File: src/rtl/rtc_bus_responder.sv
// rtc_bus_responder
//   Responder for the multiplexed RTC bus. It keeps BCD calendar time that
//   advances on a 1 Hz tick derived from clk, and runs a BCD countdown timer
//   whose expiry raises an active-low interrupt that is cleared over the bus.
//
// Ports
//   clk     system clock
//   rst     asynchronous, active-high reset
//   cs_n    chip select, active-low (asynchronous to clk)
//   rd_n    read strobe, active-low
//   wr_n    write strobe, active-low
//   a_d     phase select: 1 = address phase, 0 = data phase
//   ad_in   bus value from the master (address or write data)
//   ad_out  read data (0x00 whenever ad_oe is low)
//   ad_oe   responder drives the bus; the tristate buffer lives above this block
//   irq_n   interrupt, active-low, mirrors the IRQF control bit
//
// Register map (BCD): 0x21 sec, 0x22 min, 0x23 hour, 0x24 day, 0x25 month,
// 0x26 year, 0x41/0x42/0x43 timer sec/min/hour, 0x00 control {IRQF, TEN}.
module rtc_bus_responder #(
    parameter int TICK_DIV = 100000000
) (
    input  logic       clk,
    input  logic       rst,
    input  logic       cs_n,
    input  logic       rd_n,
    input  logic       wr_n,
    input  logic       a_d,
    input  logic [7:0] ad_in,
    output logic [7:0] ad_out,
    output logic       ad_oe,
    output logic       irq_n
);

    localparam int CW = (TICK_DIV > 1) ? $clog2(TICK_DIV) : 1;
    localparam logic [CW-1:0] TICK_LAST = CW'(TICK_DIV - 1);

    localparam logic [7:0] A_CTRL  = 8'h00;
    localparam logic [7:0] A_SEC   = 8'h21;
    localparam logic [7:0] A_MIN   = 8'h22;
    localparam logic [7:0] A_HOUR  = 8'h23;
    localparam logic [7:0] A_DAY   = 8'h24;
    localparam logic [7:0] A_MONTH = 8'h25;
    localparam logic [7:0] A_YEAR  = 8'h26;
    localparam logic [7:0] A_TSEC  = 8'h41;
    localparam logic [7:0] A_TMIN  = 8'h42;
    localparam logic [7:0] A_THOUR = 8'h43;

    // BCD increment value: wraps to vmin at or above vmax, otherwise +1 with
    // units 9 rolling into the tens digit. Carry is (v >= vmax), computed
    // by the caller.
    function automatic logic [7:0] bcd_inc(input logic [7:0] v,
                                           input logic [7:0] vmin,
                                           input logic [7:0] vmax);
        if (v >= vmax)
            return vmin;
        if (v[3:0] >= 4'd9)
            return {v[7:4] + 4'd1, 4'd0};
        return {v[7:4], v[3:0] + 4'd1};
    endfunction

    // BCD decrement value: 00 wraps to vmax (borrow is v == 0, by the caller).
    function automatic logic [7:0] bcd_dec(input logic [7:0] v,
                                           input logic [7:0] vmax);
        if (v == 8'h00)
            return vmax;
        if (v[3:0] == 4'd0)
            return {v[7:4] - 4'd1, 4'd9};
        return {v[7:4], v[3:0] - 4'd1};
    endfunction

    // Leap year on a two-digit BCD year: tens even with units 0/4/8, or
    // tens odd with units 2/6. Tens parity is bit 4.
    function automatic logic is_leap(input logic [7:0] yr);
        if (!yr[4])
            return (yr[3:0] == 4'd0) || (yr[3:0] == 4'd4) || (yr[3:0] == 4'd8);
        return (yr[3:0] == 4'd2) || (yr[3:0] == 4'd6);
    endfunction

    function automatic logic [7:0] month_days(input logic [7:0] mo,
                                              input logic [7:0] yr);
        case (mo)
            8'h02:                      return is_leap(yr) ? 8'h29 : 8'h28;
            8'h04, 8'h06, 8'h09, 8'h11: return 8'h30;
            default:                    return 8'h31;
        endcase
    endfunction

    // Synchronizers (idle level is 1 for every strobe and for a_d)
    logic cs_s1, cs_s2;
    logic rd_s1, rd_s2;
    logic wr_s1, wr_s2, wr_d;
    logic ad_s1, ad_s2;

    // Register file and control
    logic [7:0]    addr;
    logic [7:0]    sec, min, hour, day, month, year;
    logic [7:0]    tsec, tmin, thour;
    logic          ten, irqf;
    logic [CW-1:0] tick_cnt;
    logic          tick_pend;
    logic [7:0]    ad_out_q;

    logic       tick, commit, addr_wr, data_wr, tick_apply;
    logic [7:0] nx_sec, nx_min, nx_hour, nx_day, nx_month, nx_year;
    logic [7:0] nx_tsec, nx_tmin, nx_thour;
    logic       c_sec, c_min, c_hour, c_day, c_month;
    logic       b_tsec, b_tmin;
    logic       tmr_zero, tmr_dec_zero;
    logic [7:0] rd_data;

    always_ff @(posedge clk or posedge rst) begin
        if (rst) begin
            cs_s1 <= 1'b1;
            cs_s2 <= 1'b1;
            rd_s1 <= 1'b1;
            rd_s2 <= 1'b1;
            wr_s1 <= 1'b1;
            wr_s2 <= 1'b1;
            wr_d  <= 1'b1;
            ad_s1 <= 1'b1;
            ad_s2 <= 1'b1;
        end else begin
            cs_s1 <= cs_n;
            cs_s2 <= cs_s1;
            rd_s1 <= rd_n;
            rd_s2 <= rd_s1;
            wr_s1 <= wr_n;
            wr_s2 <= wr_s1;
            wr_d  <= wr_s2;
            ad_s1 <= a_d;
            ad_s2 <= ad_s1;
        end
    end

    // A write commits on the synchronized wr_n rising edge while selected.
    assign commit  = wr_s2 & ~wr_d & ~cs_s2;
    assign addr_wr = commit & ad_s2;
    assign data_wr = commit & ~ad_s2;

    assign tick = (tick_cnt == TICK_LAST);

    // A tick that lands on a commit cycle waits one cycle in tick_pend, so
    // the write always sees the register file first and no tick is dropped.
    assign tick_apply = (tick | tick_pend) & ~commit;

    // Calendar chain
    always_comb begin
        c_sec    = (sec >= 8'h59);
        nx_sec   = bcd_inc(sec, 8'h00, 8'h59);
        c_min    = 1'b0;
        nx_min   = min;
        c_hour   = 1'b0;
        nx_hour  = hour;
        c_day    = 1'b0;
        nx_day   = day;
        c_month  = 1'b0;
        nx_month = month;
        nx_year  = year;
        if (c_sec) begin
            c_min  = (min >= 8'h59);
            nx_min = bcd_inc(min, 8'h00, 8'h59);
        end
        if (c_min) begin
            c_hour  = (hour >= 8'h23);
            nx_hour = bcd_inc(hour, 8'h00, 8'h23);
        end
        if (c_hour) begin
            c_day  = (day >= month_days(month, year));
            nx_day = bcd_inc(day, 8'h01, month_days(month, year));
        end
        if (c_day) begin
            c_month  = (month >= 8'h12);
            nx_month = bcd_inc(month, 8'h01, 8'h12);
        end
        if (c_month)
            nx_year = bcd_inc(year, 8'h00, 8'h99);
    end

    // Countdown chain
    always_comb begin
        tmr_zero = (tsec == 8'h00) && (tmin == 8'h00) && (thour == 8'h00);
        b_tsec   = (tsec == 8'h00);
        nx_tsec  = bcd_dec(tsec, 8'h59);
        b_tmin   = 1'b0;
        nx_tmin  = tmin;
        nx_thour = thour;
        if (b_tsec) begin
            b_tmin  = (tmin == 8'h00);
            nx_tmin = bcd_dec(tmin, 8'h59);
        end
        if (b_tmin)
            nx_thour = bcd_dec(thour, 8'h23);
        tmr_dec_zero = (nx_tsec == 8'h00) && (nx_tmin == 8'h00) &&
                       (nx_thour == 8'h00);
    end

    always_ff @(posedge clk or posedge rst) begin
        if (rst) begin
            tick_cnt  <= '0;
            tick_pend <= 1'b0;
            addr      <= 8'h00;
            sec       <= 8'h00;
            min       <= 8'h00;
            hour      <= 8'h00;
            day       <= 8'h01;
            month     <= 8'h01;
            year      <= 8'h00;
            tsec      <= 8'h00;
            tmin      <= 8'h00;
            thour     <= 8'h00;
            ten       <= 1'b0;
            irqf      <= 1'b0;
        end else begin
            tick_cnt  <= tick ? '0 : tick_cnt + CW'(1);
            tick_pend <= (tick | tick_pend) & commit;

            // Commits and tick updates never share a cycle, so a timer
            // expiry can never be masked by an IRQF-clear write.
            if (addr_wr) begin
                addr <= ad_in;
            end else if (data_wr) begin
                case (addr)
                    A_CTRL: begin
                        ten <= ad_in[0];
                        if (ad_in[1])
                            irqf <= 1'b0;
                    end
                    A_SEC:   sec   <= ad_in;
                    A_MIN:   min   <= ad_in;
                    A_HOUR:  hour  <= ad_in;
                    A_DAY:   day   <= ad_in;
                    A_MONTH: month <= ad_in;
                    A_YEAR:  year  <= ad_in;
                    A_TSEC:  tsec  <= ad_in;
                    A_TMIN:  tmin  <= ad_in;
                    A_THOUR: thour <= ad_in;
                    default: ;
                endcase
            end else if (tick_apply) begin
                sec   <= nx_sec;
                min   <= nx_min;
                hour  <= nx_hour;
                day   <= nx_day;
                month <= nx_month;
                year  <= nx_year;
                if (ten) begin
                    if (tmr_zero) begin
                        irqf <= 1'b1;
                        ten  <= 1'b0;
                    end else begin
                        tsec  <= nx_tsec;
                        tmin  <= nx_tmin;
                        thour <= nx_thour;
                        if (tmr_dec_zero) begin
                            irqf <= 1'b1;
                            ten  <= 1'b0;
                        end
                    end
                end
            end
        end
    end

    always_comb begin
        rd_data = 8'h00;
        case (addr)
            A_CTRL:  rd_data = {6'd0, irqf, ten};
            A_SEC:   rd_data = sec;
            A_MIN:   rd_data = min;
            A_HOUR:  rd_data = hour;
            A_DAY:   rd_data = day;
            A_MONTH: rd_data = month;
            A_YEAR:  rd_data = year;
            A_TSEC:  rd_data = tsec;
            A_TMIN:  rd_data = tmin;
            A_THOUR: rd_data = thour;
            default: rd_data = 8'h00;
        endcase
    end

    always_ff @(posedge clk or posedge rst) begin
        if (rst)
            ad_out_q <= 8'h00;
        else
            ad_out_q <= rd_data;
    end

    assign ad_oe  = ~cs_s2 & ~rd_s2 & ~ad_s2;
    assign ad_out = ad_oe ? ad_out_q : 8'h00;
    assign irq_n  = ~irqf;

endmodule

File: config.mk
export PLATFORM = sky130hd
export DESIGN_NAME = rtc_bus_responder
export DESIGN_NICKNAME = d
export VERILOG_FILES = /design/src/rtl/rtc_bus_responder.sv
export SDC_FILE = /design/constraint.sdc
export NUM_CORES = 1
export LEC_CHECK = 0
export ABC_AREA = 1
export CORE_MARGIN = 2
export CORE_UTILIZATION = 58
export DETAILED_ROUTE_END_ITERATION = 10
export PLACE_DENSITY = 0.86
export SETUP_SLACK_MARGIN = 0.3
export SYNTH_ARGS = -nofsm -noshare
export SYNTH_HDL_FRONTEND = slang
export SYNTH_SLANG_ARGS = --single-unit
File: constraint.sdc
create_clock -name clk -period 6 [get_ports clk]
set_input_delay 1.2 -clock clk [delete_from_list [all_inputs] [get_ports clk]]
set_output_delay 1.2 -clock clk [all_outputs]
set_load 0.005 [all_outputs]
==> results.rst, run 1 <==
.. list-table::
   :header-rows: 1

   * - Metric
     - Value
   * - Effective utilization at floorplan
     - 0.598
   * - Instance count of the mapped netlist
     - ~1.1k
   * - Worst Skew
     - 0.0127 ns
   * - Startpoint type of the worst setup path
     - register
   * - H-tree Lvls
     - 4
   * - Worst hold path endpoint
     - rd_s2
   * - Proportion of layout cells with a drive suffix above 1
     - 0.0954
   * - PnR Total Power
     - ~0.0036 W
   * - Worst hold slack
     - between 0.3 and 0.4 ns
   * - Hold wc startpoint
     - rd_s1
   * - I/O pin count
     - 24
   * - Maximum number of pins on one net before global-route repair
     - 50
   * - Critical path data arrival time
     - 2.04 ns
   * - Worst reg2reg startpoint
     - wr_s2
   * - Clock tree root buffer cell
     - sky130_fd_sc_hd__clkbuf_16
   * - Top area cells in the synthesized netlist
     - sky130_fd_sc_hd__dfrtp_1 (35%), sky130_fd_sc_hd__nand2_1 (12%), sky130_fd_sc_hd__inv_1 (7.6%)
   * - Synth top cells by count
     - sky130_fd_sc_hd__nand2_1 (257), sky130_fd_sc_hd__inv_1 (170), sky130_fd_sc_hd__dfrtp_1 (116), sky130_fd_sc_hd__nor2_1 (112), sky130_fd_sc_hd__o21ai_0 (57)
   * - Area added between synthesis and finish
     - 12.7%
   * - Leak pwr
     - 4.54 nW
   * - Net count of the mapped netlist
     - 1173
   * - Clock transition at the register clock pins on the worst setup and hold paths after CTS
     - 0.06 ns
   * - Vertical die dimension
     - 124 um
   * - CORE AREA
     - between 10000 and 15000 um2
   * - Met1 Resource Use GR
     - 0.387
   * - GRT overflow
     - 0
   * - Switching fraction of total power
     - 0.382
   * - Number of different library cells in the post-synthesis netlist
     - 48
   * - M2 GR Usage
     - 0.495
   * - Slew Viols, Final
     - 0
   * - Worst reg-to-reg setup slack
     - 2.95 ns
   * - Portion of the post-synthesis area used by sequential elements
     - 0.382
   * - Crit share post-route
     - 0.539
   * - Average footprint of a synthesized cell
     - 7.49 um2
   * - CTS tree
     - built
   * - GP Congestion
     - 1.02
   * - Die Area
     - 15400 um2
   * - Type of the most critical hold path
     - reg2reg
   * - Actual transition at the worst max-transition pin
     - 1.24 ns
   * - Most congested layer reported by global routing
     - met2
   * - Logic depth of the worst register-to-register path
     - 11
   * - Final Critical Period
     - 3.24 ns
   * - Status
     - complete, no violations
   * - First DRT Iteration DRCs
     - around 990
   * - NumNets Final
     - 1207
   * - Flip-flop and latch count after synthesis
     - 127
   * - Fraction of synthesized cell area taken by the top area cell type
     - 0.347
   * - Yosys synthesis warning count
     - 0
   * - Count of unresolved DRC violations after routing
     - 0
   * - Sum of net half-perimeters after detailed placement
     - 16100 um
   * - Cell area after technology mapping
     - about 8400 um2
   * - Antenna-violating nets left
     - 0
   * - Peak supply drop
     - roughly 0.24 mV
   * - First-pass iteration count of the detailed router
     - 6
   * - Total track usage
     - 0.311
   * - Row cnt
     - 43
   * - Final TNS setup
     - 0 ns
   * - Proportion of power drawn by flip-flops and latches
     - 0.363
   * - Total of cells resized after clock tree synthesis
     - 0
   * - Setup Fix Bufs, Post-CTS
     - 0
   * - Total count of hold-check failures in the final report
     - 0
   * - Die X
     - around 120 um
   * - Fmax
     - 0.309 GHz
   * - Via density
     - just under 6
   * - Post-placement setup slack
     - between 2 and 3 ns
   * - Antenna Diode Count
     - 0
   * - Worst slew slack as a fraction of its limit
     - 0.171
   * - Internal power of the cells
     - ~0.0022 W
   * - Final-report setup violation count
     - 0
   * - Most instantiated library cell after synthesis
     - sky130_fd_sc_hd__nand2_1
   * - Wire length per cell after detailed routing
     - 17.2 um
   * - Net load switching power
     - 0.00136 W
   * - Number of antenna violations at the first check in global routing
     - 0
   * - Worst hold path stage count
     - 0
   * - Path type of the worst setup path
     - reg2out
   * - Combinational group share of total power
     - 0.311
   * - Fraction of power consumed by the clock network
     - 0.326
   * - GRT met3 Usage
     - 0.0980
   * - Port buffer count
     - 23
   * - Number of hold buffers added after CTS
     - 0
   * - Global-route wire length before repair
     - 36500 um
   * - Maximum count of clock buffers along a single path
     - 2
   * - Sink Count
     - around 130
   * - Worst reg2reg path endpoint
     - tmin[2]
   * - Clock Latency Late Sink
     - 0.44 ns
   * - Power density of the placed cells
     - 379 nW/um2
   * - Number of CTS-inserted buffers
     - 17
   * - Slack of the critical path
     - around 2.8 ns
   * - Maximum Capacitance Violations
     - 0
   * - Critical path required time
     - 4.80 ns
   * - Cell taking the most area after synthesis
     - sky130_fd_sc_hd__dfrtp_1
   * - Crit end category
     - output port
   * - Largest fanout on the critical path
     - 8
   * - Vias in the first global route
     - 7384
   * - Post-Route WL
     - 23100 um
   * - RSZ-0062 raised after global routing
     - no
   * - Count of flip-flops with a built-in enable after synthesis
     - 0
   * - Leading register cell type out of synthesis
     - sky130_fd_sc_hd__dfrtp_1
   * - Detailed-route via count
     - 7935
   * - Share of flip-flops with an asynchronous set or reset after synthesis
     - 1.00
## layout by cell type (no fill, tap or decap), types with 18 or more instances in the layout
cell type	count
sky130_fd_sc_hd__nand3_1	43
sky130_fd_sc_hd__xor2_1	23
sky130_fd_sc_hd__nor2_1	112
sky130_fd_sc_hd__inv_1	169
sky130_fd_sc_hd__ha_1	42
sky130_fd_sc_hd__clkdlybuf4s50_1	23
sky130_fd_sc_hd__o21ai_0	57
sky130_fd_sc_hd__a21oi_1	51
sky130_fd_sc_hd__nor3_1	18
sky130_fd_sc_hd__o21ai_1	43
sky130_fd_sc_hd__nand2_1	257
sky130_fd_sc_hd__dfrtp_1	116
## worst max path at each step
| stage | slack (ns) | end | start | depth (start not counted) |
|---|---|---|---|---|
| final | 2.76 | ad_out[3] | cs_s2 | 4 |
| after global routing | 2.67 | ad_out[0] | cs_s2 | 4 |
| after CTS | 2.79 | ad_out[4] | cs_s2 | 4 |
| after detailed placement | 2.97 | sec[5] | ad_in[5] | 7 |
| after global placement | 3.08 | sec[5] | ad_in[5] | 7 |
| after floorplan | 1.43 | ad_out_q[0] | rst | 1 |
## critical path, cell delays in order (launching register included)
cell                              delay (ns)
sky130_fd_sc_hd__dfstp_2                0.37
sky130_fd_sc_hd__nor3_1                 0.25
sky130_fd_sc_hd__inv_1                  0.28
sky130_fd_sc_hd__nor2_1                 0.17
sky130_fd_sc_hd__clkdlybuf4s50_1        0.53
## layout make-up
cell class | count | area [um2]
multi-input combinational | 796 | 4400
clock inverter | 13 | 210
clock buffer | 19 | 443
timing repair buffer | 27 | 260
tap | 180 | 225
fill | 1121 | 4560
inverter | 182 | 699
sequential | 127 | 3190
## stage by stage
step | util | cells | instance area (um2)
final | 0.674 | 1344 | 9430
after CTS | 0.674 | 1344 | 9430
after floorplan | - | 1117 | 8370
after detailed placement | 0.628 | 1312 | 8780
after global placement | 0.628 | 1312 | 8780
after global routing | 0.674 | 1344 | 9430
## power groups by stage
stage	registers [W]	logic, W	clock network [W]
finish	0.00130	0.00111	0.00116
global route	0.00132	0.00125	0.00120
CTS	0.00129	0.00109	0.00116
detailed placement	0.00130	0.00106	0
global placement	0.00129	0.00103	0
floorplan	0.00123	0.000844	0
## state kept, by name (all words and copies together) (netlist names), 8 cells and up
name      count
tick_cnt     27
year          8
tsec          8
day           8
min           8
hour          8
addr          8
month         8
tmin          8
sec           8
thour         8
ad_out_q      8
## logic make-up (layout without fill, tap and decap cells)
kind of cell | after synthesis | count (layout) | share of synthesized area
AOI/OAI and AO/OA | 223 | 223 | 0.156
and+or+nand+nor | 500 | 500 | 0.275
DFF | 127 | 127 | 0.382
xor gates and xnor gates | 31 | 31 | 0.0325
adders and majority gates | 42 | 42 | 0.0628
buffers and inverters | 194 | 241 | 0.0923
## layer usage
| metal | share of wire | routed length [um] | up-vias |
|---|---|---|---|
| li1 | - | - | 3734 |
| met1 | 0.40 | 9190 | 3681 |
| met2 | 0.45 | 10500 | 432 |
| met3 | 0.099 | 2290 | 88 |
| met4 | 0.048 | 1100 | 0 |
| met5 | 0 | 0 | - |
Power figures use the tool's default switching activity.
==> run 2: changes to the inputs <==
--- a/config.mk
+++ b/config.mk
@@ -7,9 +7,9 @@
 export LEC_CHECK = 0
 export ABC_AREA = 1
 export CORE_MARGIN = 2
-export CORE_UTILIZATION = 58
+export CORE_UTILIZATION = 57
 export DETAILED_ROUTE_END_ITERATION = 10
-export PLACE_DENSITY = 0.86
+export PLACE_DENSITY = 0.88
 export SETUP_SLACK_MARGIN = 0.3
 export SYNTH_ARGS = -nofsm -noshare
 export SYNTH_HDL_FRONTEND = slang
==> constraint.sdc (replaced) <==
create_clock -name clk -period 2.67 [get_ports clk]
set_input_delay 0.534 -clock clk [delete_from_list [all_inputs] [get_ports clk]]
set_output_delay 0.534 -clock clk [all_outputs]
set_load 0.005 [all_outputs]
==> results.rst, run 2 (synthesis gave the netlist of run 1 again) <==
.. list-table::
   :header-rows: 1

   * - Metric
     - Value
   * - Status
     - complete, but fails checks
   * - Failing checks
     - negative setup slack
   * - Flip-flop count of the largest register after layout
     - 27 (unchanged)
   * - Cell count after placement
     - 1336 (+1.8%)
   * - CORE AREA
     - 14400 um2 (+3.1%)
   * - Sum of net half-perimeters after detailed placement
     - 16600 um (+3.2%)
   * - Antenna-violating nets left
     - 0 (unchanged)
   * - Critical path data arrival time
     - 3.21 ns (+1.17 ns)
   * - Worst Skew
     - 0.0169 ns (+0.00422 ns)
   * - Type of the most critical hold path
     - reg2reg
   * - Worst hold path endpoint
     - wr_s2
   * - Worst slew slack as a fraction of its limit
     - 0.416 (+0.245)
   * - Worst reg2reg startpoint
     - month[0]
   * - Filler cells
     - 1031 (-8.0%)
   * - Power density of the placed cells
     - 817 nW/um2 (+120%)
   * - Total track usage
     - 0.308 (-0.00322)
   * - Clock transition at the register clock pins on the worst setup and hold paths after CTS
     - 0.06 ns (about the same)
   * - Count of unresolved DRC violations after routing
     - 0 (unchanged)
   * - Actual transition at the worst max-transition pin
     - 0.869 ns (-0.370 ns)
   * - NumNets Final
     - 1247 (+3.3%)
   * - Startpoint type of the worst setup path
     - register
   * - Switching fraction of total power
     - 0.409 (+0.0271)
   * - End-of-flow core utilization
     - 0.698 (+0.0235)
   * - Leak pwr
     - 4.86 nW (+7.0%)
   * - Sink Count
     - 127 (unchanged)
   * - Net load switching power
     - 0.00336 W (+150%)
   * - First-pass iteration count of the detailed router
     - 6 (unchanged)
   * - Crit end category
     - register
   * - Proportion of layout cells with a drive suffix above 1
     - 0.175 (+0.0799)
   * - Logic depth of the worst register-to-register path
     - 18 (+7)
   * - GRT overflow
     - 0 (unchanged)
   * - Antenna Diode Count
     - 0 (unchanged)
   * - Crit share post-route
     - 1.07
   * - RSZ-0062 raised after global routing
     - yes
   * - Effective utilization at floorplan
     - 0.580 (-0.0181)
   * - Row cnt
     - 44 (+2.3%)
   * - Number of antenna violations at the first check in global routing
     - 0 (unchanged)
   * - Vias in the first global route
     - 7909 (+7.1%)
   * - H-tree Lvls
     - 4 (unchanged)
   * - Vertical die dimension
     - 125 um (+0.85%)
   * - Die Area
     - 15700 um2 (+1.7%)
   * - Commonest cells after routing, fill and taps aside
     - sky130_fd_sc_hd__nand2_1 (244), sky130_fd_sc_hd__inv_1 (164), sky130_fd_sc_hd__dfrtp_1 (114)
   * - First DRT Iteration DRCs
     - 1006 (+1.2%)
   * - Most common cell after layout, fill and taps aside
     - sky130_fd_sc_hd__nand2_1
   * - Worst reg-to-reg setup slack
     - -0.19 ns (-3.14 ns)
   * - Maximum Capacitance Violations
     - 0 (unchanged)
   * - GP Congestion
     - 0.984 (-3.7%)
   * - Via density
     - 6.08 (+3.0%)
   * - Combinational group share of total power
     - 0.364 (+0.053)
   * - Detailed-route via count
     - 8437 (+6.3%)
   * - Maximum count of clock buffers along a single path
     - 2 (unchanged)
   * - Post-Route WL
     - 25300 um (+9.5%)
   * - Largest register by flop count
     - tick_cnt
   * - Path type of the worst setup path
     - reg2reg
   * - Final Critical Period
     - 2.86 ns
   * - Wire length per cell after detailed routing
     - 18.2 um (+6.0%)
   * - Die X
     - 125 um (+0.85%)
   * - Fraction of power consumed by the clock network
     - 0.278 (-0.048)
   * - Number of hold buffers added after CTS
     - 0 (unchanged)
   * - Clock Latency Late Sink
     - 0.44 ns (about the same)
   * - Clock tree root buffer cell
     - sky130_fd_sc_hd__clkbuf_16
   * - Worst reg2reg path endpoint
     - year[3]
   * - Global-route wire length before repair
     - 38600 um (+5.8%)
   * - Fmax
     - 0.349 GHz
   * - CTS tree
     - built
   * - Largest fanout on the critical path
     - 8 (unchanged)
   * - Number of CTS-inserted buffers
     - 17 (unchanged)
   * - Area added between synthesis and finish
     - 20.3%
   * - Peak supply drop
     - 0.547 mV (+120%)
   * - Post-placement setup slack
     - -0.0280 ns (-3.00 ns)
   * - Total count of hold-check failures in the final report
     - 0 (unchanged)
   * - Post-Place Cell Area
     - 8990 um2 (+2.4%)
   * - Final-report setup violation count
     - 24 (+24)
   * - Proportion of power drawn by flip-flops and latches
     - 0.357 (-0.006)
   * - Final Non-Filler Cells
     - 1388 (+3.3%)
   * - Hold wc startpoint
     - wr_s1
   * - Worst hold path stage count
     - 0 (unchanged)
   * - Internal power of the cells
     - 0.00486 W (+120%)
   * - Finished Cell Area
     - 10100 um2 (+6.7%)
   * - Port buffer count
     - 23 (unchanged)
   * - Slack of the critical path
     - -0.192 ns (-2.96 ns)
   * - I/O pin count
     - 24 (unchanged)
   * - Critical path required time
     - 3.01 ns (-1.79 ns)
   * - Slew Viols, Final
     - 0 (unchanged)
   * - Maximum number of pins on one net before global-route repair
     - 55 (+10%)
[run 2: cell count changes in the layout (fill, tap and decap cells not counted), moves of 7 or more]
cell	delta
sky130_fd_sc_hd__nor2_2	+8
sky130_fd_sc_hd__nor2_1	-15
sky130_fd_sc_hd__nor2_4	+7
sky130_fd_sc_hd__buf_4	+32
sky130_fd_sc_hd__nand2_1	-13
sky130_fd_sc_hd__nand2_2	+9
sky130_fd_sc_hd__o21ai_0	-10
[run 2: repair_timing]
action                     in CTS  in global routing
pin swaps                       5                 23
buffers inserted                4                 14
gates cloned                    0                  2
gates resized for setup        17                 77
setup endpoints to repair      32                 78
[run 2: how the worst max path moves through the flow]
stage,start,end,slack (ns),cells past startpoint
floorplan,month[0],day[4],0.28,16
global placement,month[0],day[5],0.11,16
detailed placement,month[0],day[7],-0.03,16
CTS,month[0],month[1],0.05,19
global route,month[0],year[3],-0.34,18
finish,month[0],year[3],-0.19,18
[run 2: critical path: stages (launching register included)]
cell and delay [ns]:
sky130_fd_sc_hd__dfstp_2 0.57, sky130_fd_sc_hd__inv_4 0.06, sky130_fd_sc_hd__ha_4 0.16, sky130_fd_sc_hd__o21ai_2 0.13, sky130_fd_sc_hd__o21ai_1 0.08, sky130_fd_sc_hd__a32oi_1 0.21, sky130_fd_sc_hd__nand2_1 0.10, sky130_fd_sc_hd__o31ai_2 0.07
sky130_fd_sc_hd__ha_2 0.23, sky130_fd_sc_hd__nand2_2 0.07, sky130_fd_sc_hd__nand2_2 0.09, sky130_fd_sc_hd__nand2_2 0.06, sky130_fd_sc_hd__nand2_1 0.08, sky130_fd_sc_hd__nand4_1 0.17, sky130_fd_sc_hd__nand2_2 0.19, sky130_fd_sc_hd__nand2_4 0.08
sky130_fd_sc_hd__nand3_4 0.19, sky130_fd_sc_hd__nor2_2 0.06, sky130_fd_sc_hd__a21oi_1 0.16
[run 2: metrics by stage]
| stage | TNS [ns] | hold slack [ns] | power (W) |
|---|---|---|---|
| 2_1_floorplan | 0 | 0.345 | 0.00471 |
| 3_5_place_dp | -0.0912 | 0.347 | 0.00540 |
| 3_3_place_gp | 0 | 0.346 | 0.00524 |
| 4_1_cts | 0 | 0.357 | 0.00782 |
| 6_report | -2.18 | 0.355 | 0.00822 |
| 5_1_grt | -6.17 | 0.362 | 0.00867 |
[run 2: routing by layer]
layer | part of all wire | vias up | wire, um | track usage
met1 | 0.37 | 3955 | 9470 | 0.378
met5 | 0 | - | 0 | 0
met3 | 0.096 | 136 | 2420 | 0.0804
met4 | 0.060 | 0 | 1510 | 0.173
li1 | - | 3830 | - | -
met2 | 0.47 | 516 | 11900 | 0.497
[run 2: power groups by stage]
| stage | sequential [W] | combinational [W] | clock (W) |
|---|---|---|---|
| final | 0.00294 | 0.00299 | 0.00229 |
| after global routing | 0.00297 | 0.00332 | 0.00238 |
| after CTS | 0.00289 | 0.00264 | 0.00229 |
| after detailed placement | 0.00291 | 0.00249 | 0 |
| after global placement | 0.00288 | 0.00236 | 0 |
| after floorplan | 0.00277 | 0.00193 | 0 |
[run 2: final cells by class]
class | instances | area [um2] | share of cell area
inverters | 182 | 709 | 0.0705
clock inverters | 11 | 106 | 0.0106
well taps | 184 | 230 | 0.0229
multi-input cells | 798 | 4750 | 0.472
clock buffers | 21 | 470 | 0.0467
repair buffers | 65 | 604 | 0.0601
flip-flops and latches | 127 | 3190 | 0.317
